File: src/rtl/fetch_pkg.sv
// Shared types and defaults for the instruction fetch unit.
package fetch_pkg;

    typedef enum logic [1:0] {
        ST_FETCH = 2'd0,
        ST_WAIT  = 2'd1,
        ST_HOLD  = 2'd2
    } fetch_state_t;

    localparam int unsigned STEP_DEFAULT     = 4;
    localparam logic [63:0] RESET_PC_DEFAULT = 64'h0;

endpackage

File: src/rtl/fetch_if.sv
// Instruction-memory read port: request/address out, ready/data back in the same cycle.
interface fetch_if #(
    parameter int unsigned BUS = 32
);
    logic           imem_req;
    logic [BUS-1:0] imem_addr;
    logic           imem_ready;
    logic [BUS-1:0] imem_data;

    modport master (
        output imem_req,
        output imem_addr,
        input  imem_ready,
        input  imem_data
    );

    modport slave (
        input  imem_req,
        input  imem_addr,
        output imem_ready,
        output imem_data
    );
endinterface

File: src/rtl/pc_reg.sv
// Program counter: reset to RESET_PC, redirect load beats sequential increment (wraps modulo 2^BUS).
module pc_reg #(
    parameter int unsigned    BUS      = 32,
    parameter int unsigned    STEP     = 4,
    parameter logic [BUS-1:0] RESET_PC = '0
) (
    input  logic           clk,
    input  logic           rst,
    input  logic           i_inc,
    input  logic           i_load,
    input  logic [BUS-1:0] i_load_addr,
    output logic [BUS-1:0] o_pc
);
    logic [BUS-1:0] r_pc;

    always_ff @(posedge clk) begin
        if (rst) begin
            r_pc <= RESET_PC;
        end else if (i_load) begin
            r_pc <= i_load_addr;
        end else if (i_inc) begin
            r_pc <= r_pc + BUS'(STEP);
        end
    end

    assign o_pc = r_pc;
endmodule

File: src/rtl/fetch_unit.sv
// Fetch FSM + output register; one cycle from memory handshake to valid_out, stall freezes outputs in HOLD.
// Optional FETCH_PERF_CNT_EN adds saturating fetch_count / redirect_count outputs.
module fetch_unit
    import fetch_pkg::*;
#(
    parameter int unsigned    BUS      = 32,
    parameter int unsigned    STEP     = STEP_DEFAULT,
    parameter logic [BUS-1:0] RESET_PC = BUS'(RESET_PC_DEFAULT)
) (
    input  logic           clk,
    input  logic           rst,
    input  logic           branch_taken,
    input  logic [BUS-1:0] jump_address,
    input  logic           stall,
    fetch_if.master        imem,
    output logic [BUS-1:0] inst_out,
    output logic [BUS-1:0] pc_out,
    output logic           valid_out
`ifdef FETCH_PERF_CNT_EN
    ,
    output logic [31:0]    fetch_count,
    output logic [31:0]    redirect_count
`endif
);
    fetch_state_t   r_state;
    fetch_state_t   w_state_nxt;
    logic [BUS-1:0] w_pc;
    logic           w_out_ld;
    logic           w_valid_clr;
    logic           w_pc_inc;
    logic           w_pc_load;
    logic [BUS-1:0] r_inst;
    logic [BUS-1:0] r_pc_out;
    logic           r_valid;

    pc_reg #(
        .BUS      (BUS),
        .STEP     (STEP),
        .RESET_PC (RESET_PC)
    ) u_pc_reg (
        .clk         (clk),
        .rst         (rst),
        .i_inc       (w_pc_inc),
        .i_load      (w_pc_load),
        .i_load_addr (jump_address),
        .o_pc        (w_pc)
    );

    assign imem.imem_addr = w_pc;

    always_ff @(posedge clk) begin
        if (rst) begin
            r_state <= ST_FETCH;
        end else begin
            r_state <= w_state_nxt;
        end
    end

    // Priority: redirect, then a held output under stall, then the memory handshake.
    always_comb begin
        w_state_nxt   = r_state;
        w_out_ld      = 1'b0;
        w_valid_clr   = 1'b0;
        w_pc_inc      = 1'b0;
        w_pc_load     = 1'b0;
        imem.imem_req = (r_state != ST_HOLD);
        if (branch_taken) begin
            w_state_nxt = ST_FETCH;
            w_pc_load   = 1'b1;
            w_valid_clr = 1'b1;
        end else begin
            case (r_state)
                ST_HOLD: begin
                    if (!stall) begin
                        w_state_nxt = ST_FETCH;
                        w_valid_clr = 1'b1;
                    end
                end
                ST_FETCH, ST_WAIT: begin
                    if (r_valid && stall) begin
                        w_state_nxt = ST_HOLD;
                    end else if (imem.imem_ready) begin
                        w_state_nxt = ST_FETCH;
                        w_out_ld    = 1'b1;
                        w_pc_inc    = 1'b1;
                    end else begin
                        w_state_nxt = ST_WAIT;
                        w_valid_clr = 1'b1;
                    end
                end
                default: begin
                    w_state_nxt = ST_FETCH;
                    w_valid_clr = 1'b1;
                end
            endcase
        end
    end

    always_ff @(posedge clk) begin
        if (rst) begin
            r_inst   <= '0;
            r_pc_out <= '0;
            r_valid  <= 1'b0;
        end else if (w_out_ld) begin
            r_inst   <= imem.imem_data;
            r_pc_out <= w_pc;
            r_valid  <= 1'b1;
        end else if (w_valid_clr) begin
            r_valid  <= 1'b0;
        end
    end

    assign inst_out  = r_inst;
    assign pc_out    = r_pc_out;
    assign valid_out = r_valid;

`ifdef FETCH_PERF_CNT_EN
    logic [31:0] r_fetch_cnt;
    logic [31:0] r_redirect_cnt;

    always_ff @(posedge clk) begin
        if (rst) begin
            r_fetch_cnt    <= '0;
            r_redirect_cnt <= '0;
        end else begin
            if (w_out_ld && (r_fetch_cnt != '1)) begin
                r_fetch_cnt <= r_fetch_cnt + 32'd1;
            end
            if (branch_taken && (r_redirect_cnt != '1)) begin
                r_redirect_cnt <= r_redirect_cnt + 32'd1;
            end
        end
    end

    assign fetch_count    = r_fetch_cnt;
    assign redirect_count = r_redirect_cnt;
`endif
endmodule
File: src/flat_wrapper.sv
// flat-port wrapper written by rule: the top's interface ports become plain ports
module fetch_unit_flat import fetch_pkg::*;
#(
    parameter int unsigned    BUS      = 32,
    parameter int unsigned    STEP     = STEP_DEFAULT,
    parameter logic [BUS-1:0] RESET_PC = BUS'(RESET_PC_DEFAULT)
)
  (clk, rst, branch_taken, jump_address, stall, inst_out, pc_out, valid_out, imem_imem_req, imem_imem_addr, imem_imem_ready, imem_imem_data);
  fetch_if #(.BUS(BUS)) imem_i ();
  input  logic clk;
  input  logic rst;
  input  logic branch_taken;
  input  logic [BUS-1:0] jump_address;
  input  logic stall;
  output logic [BUS-1:0] inst_out;
  output logic [BUS-1:0] pc_out;
  output logic valid_out;
  output wire logic [$bits(imem_i.imem_req)-1:0] imem_imem_req;
  output wire logic [$bits(imem_i.imem_addr)-1:0] imem_imem_addr;
  input wire logic [$bits(imem_i.imem_ready)-1:0] imem_imem_ready;
  input wire logic [$bits(imem_i.imem_data)-1:0] imem_imem_data;
  assign imem_imem_req = imem_i.imem_req;
  assign imem_imem_addr = imem_i.imem_addr;
  assign imem_i.imem_ready = imem_imem_ready;
  assign imem_i.imem_data = imem_imem_data;
  fetch_unit #(.BUS(BUS), .STEP(STEP), .RESET_PC(RESET_PC)) u_core (.clk(clk), .rst(rst), .branch_taken(branch_taken), .jump_address(jump_address), .stall(stall), .imem(imem_i), .inst_out(inst_out), .pc_out(pc_out), .valid_out(valid_out));
endmodule
File: config.mk
export PLATFORM = sky130hd
export DESIGN_NAME = fetch_unit_flat
export DESIGN_NICKNAME = d
export VERILOG_FILES = /design/src/rtl/fetch_pkg.sv /design/src/rtl/fetch_if.sv /design/src/rtl/pc_reg.sv /design/src/rtl/fetch_unit.sv /design/src/flat_wrapper.sv
export SDC_FILE = /design/constraint.sdc
export NUM_CORES = 1
export LEC_CHECK = 0
export CAP_MARGIN = 20
export CELL_PAD_IN_SITES_DETAIL_PLACEMENT = 0
export CELL_PAD_IN_SITES_GLOBAL_PLACEMENT = 1
export CORE_MARGIN = 3
export CORE_UTILIZATION = 34
export DETAILED_ROUTE_END_ITERATION = 10
export GPL_TIMING_DRIVEN = 1
export PLACE_DENSITY = 0.88
export SETUP_SLACK_MARGIN = 0.1
export SLEW_MARGIN = 20
export SYNTH_ARGS = -nofsm -noshare
export SYNTH_HDL_FRONTEND = slang
export SYNTH_HIERARCHICAL = 1
export SYNTH_SLANG_ARGS = --single-unit
File: constraint.sdc
create_clock -name clk -period 2.6 [get_ports clk]
set_input_delay 0.52 -clock clk [delete_from_list [all_inputs] [get_ports clk]]
set_output_delay 0.52 -clock clk [all_outputs]
set_load 0.01 [all_outputs]
==> metrics.yaml, run 1 <==
cts_max_level: 3
nets: 751
skew_ns: 0.00875
hpwl_microns: 10300
grt.overflow.total: 0
drt-initial-drc-count: 290
synth-edff-count: 0
seq_area_sq_mm: 0.00198
synthArstFlopShare: 0
syn-cell-area_sq_mm: 0.00492
cts_buffers: 9
tns_ns: 0
start_kind: "input pin"
syn-mean-instance-area_sq_um: 9.38
ys_warn_count: 6
drv_cap: 0
wl_per_cell_microns: 16.4
ys.flop_type: "dfxtp_1"
area_growth_pct: 42.0
grt_first_pass_wirelength_microns: 22300
grt_pass1_vias: 4269
grt_max_degree: 58
synth_fp_nets: 595
antenna_found_initial: 0
num_io_pins: 167
initial_core_util: 0.351
setup-violations-final: 0
drv_slew: 0
postCtsSetupBuffers: 0
cts.sinks: 99
powerDensity_mw_per_mm2: 515
cts-root-buf: "clkbuf_16"
final_cell_mix: "clkdlybuf4s50_1, nand2b_1, dfxtp_1"
vias: 4379
ys_types: 50
crit_required_ns: 2.85
final_common_cell: "clkdlybuf4s50_1"
relSlewSlack: 0.445
row_count: 43
insertion_delay_ns: 0.35
final-hold-violation-count: 0
fin_crit_sh: 0.855
path_max_fanout: 8
syn_inst: 525
path_clk_slew_ns: 0.07
critPathKind: "input pin to flop"
drtPass1Iterations: 5
drt.antenna.violating_nets: 0
route.detailed.drc: 0
n_fill_cell: 1325
ctsResizeCount: 0
die_w_microns: 126
multiInputGateArea_sq_mm: 0.00268
min_path_type: "flop to flop"
cts_tree: "yes"
via_per_inst: 5.07
drive_gt1_frac: 0.0512
fin_crit_ns: 2.22
leakagePower_nw: 2.44
routed_wl_microns: 14200
gp_congestion: 0.849
portBuffers: 166
gr-usage-all-layers: 0.173
max_slew.worst_pin.slew_ns: 0.832
clock_path_buffers: 2
core_sq_mm: 0.0140
rsz0062_at_grt: "no"
die_h_microns: 126
hold_buffers: 0
peakVddDrop_mv: 0.287
max_freq_mhz: 450
post-route-util: 0.498
dieArea_sq_mm: 0.0160
n_antenna_cell: 0
synth-seq-cells: 99
ys_seq_area_frac: 0.403
arrival_ns: 2.47
status: "finished, final reports clean"
end_kind: "flop"
==> logic make-up after synthesis <==
family	after synthesis	share of synthesized area
simple gates	256	0.310
mux	67	0.136
fa+ha+maj	1	0.00254
xor+xnor	9	0.0160
buf+inv	43	0.0536
flops	99	0.403
compound gates	50	0.0788
==> cell usage after synthesis (all sizes together) (2+ instances only) <==
master / instances / area (sq um)
or4: 3 / 22.5
nor4: 10 / 62.6
nor3: 2 / 10.0
and3: 4 / 25.0
dfxtp: 99 / 1980
a21oi: 8 / 40.0
nand3: 8 / 40.0
nor3b: 4 / 30.0
o21ai: 5 / 25.0
a211oi: 8 / 60.1
xor2: 7 / 61.3
o31ai: 3 / 22.5
a311oi: 5 / 43.8
nand2: 21 / 78.8
or3: 7 / 43.8
nand4: 18 / 128
mux2i: 67 / 671
inv: 7 / 26.3
nor2: 28 / 105
o311a: 3 / 30.0
xnor2: 2 / 17.5
a2111oi: 5 / 51.3
nand2b: 133 / 832
buf: 14 / 155
a211o: 2 / 17.5
and4: 5 / 43.8
o2111a: 3 / 33.8
o31a: 3 / 26.3
and2: 4 / 25.0
clkbuf: 22 / 82.6
or2: 3 / 18.8
==> state kept, by name, indices dropped and copies added (netlist names) <==
register	cells
u_core/r_state	2
u_core/pc_out	32
u_core/inst_out	32
u_core/valid_out	1
u_core/u_pc_reg/o_pc	32
==> metrics by stage <==
step	instances	cell area [sq um]	total power [W]	hold WS [ns]	setup WS, ns
2_1_floorplan	525	4920	0.00198	0.493	0.259
3_3_place_gp	850	6710	0.00229	0.458	0.117
3_5_place_dp	850	6710	0.00230	0.463	0.0407
4_1_cts	864	6990	0.00364	0.475	0.384
5_1_grt	864	6990	0.00375	0.495	0.228
6_report	864	6990	0.00360	0.470	0.377
==> report_power, final <==
part           internal, W  switching, W
combinational     0.000347      0.000234
sequential         0.00159     0.0000883
clock             0.000763      0.000573
==> worst max-delay path, cell delays in order <==
cell and delay, ns:
clkdlybuf4s50_1 0.43, nand2_1 0.12, and4bb_4 0.32, and2_1 0.19, nand2b_1 0.19, or3_1 0.36, a2111oi_1 0.32
==> worst paths after layout <==
| check | start | endpoint | slack [ns] | depth (start not counted) |
|---|---|---|---|---|
| worst min register to register | u_core/inst_out[25] | u_core/inst_out[25] | 0.47 | 2 |
| worst max-delay path | stall | u_core/u_pc_reg/o_pc[22] | 0.38 | 7 |
| worst min-delay path | u_core/inst_out[25] | u_core/inst_out[25] | 0.47 | 2 |
| worst max register to register | u_core/u_pc_reg/o_pc[12] | u_core/u_pc_reg/o_pc[22] | 0.46 | 4 |
==> layout make-up <==
type                            count  share of cell area
Clock buffer                       12              0.0353
Clock inverter                      2             0.00537
Inverter                            7             0.00376
Multi-Input combinational cell    383               0.383
Sequential cell                    99               0.283
Tap cell                          180              0.0322
Timing Repair Buffer              181               0.257
==> metal layers <==
layer / vias up / GRT usage / part of all wire
li1: 2152 / - / -
met4: 0 / 0.0688 / 0.023
met5: - / 0 / 0
met3: 20 / 0.0375 / 0.066
met1: 2055 / 0.224 / 0.44
met2: 152 / 0.281 / 0.47
(Power assumes the default switching activity.)
==> inputs of run 2 (changes only) <==
--- a/config.mk
+++ b/config.mk
@@ -11,7 +11,9 @@
 export CORE_MARGIN = 3
 export CORE_UTILIZATION = 34
 export DETAILED_ROUTE_END_ITERATION = 10
+export GPL_ROUTABILITY_DRIVEN = 1
 export GPL_TIMING_DRIVEN = 1
+export HOLD_SLACK_MARGIN = 0.02
 export PLACE_DENSITY = 0.88
 export SETUP_SLACK_MARGIN = 0.1
 export SLEW_MARGIN = 20
==> results of run 2 <==
Same layout as run 1: the final DEF is identical, and so are final timing and power.
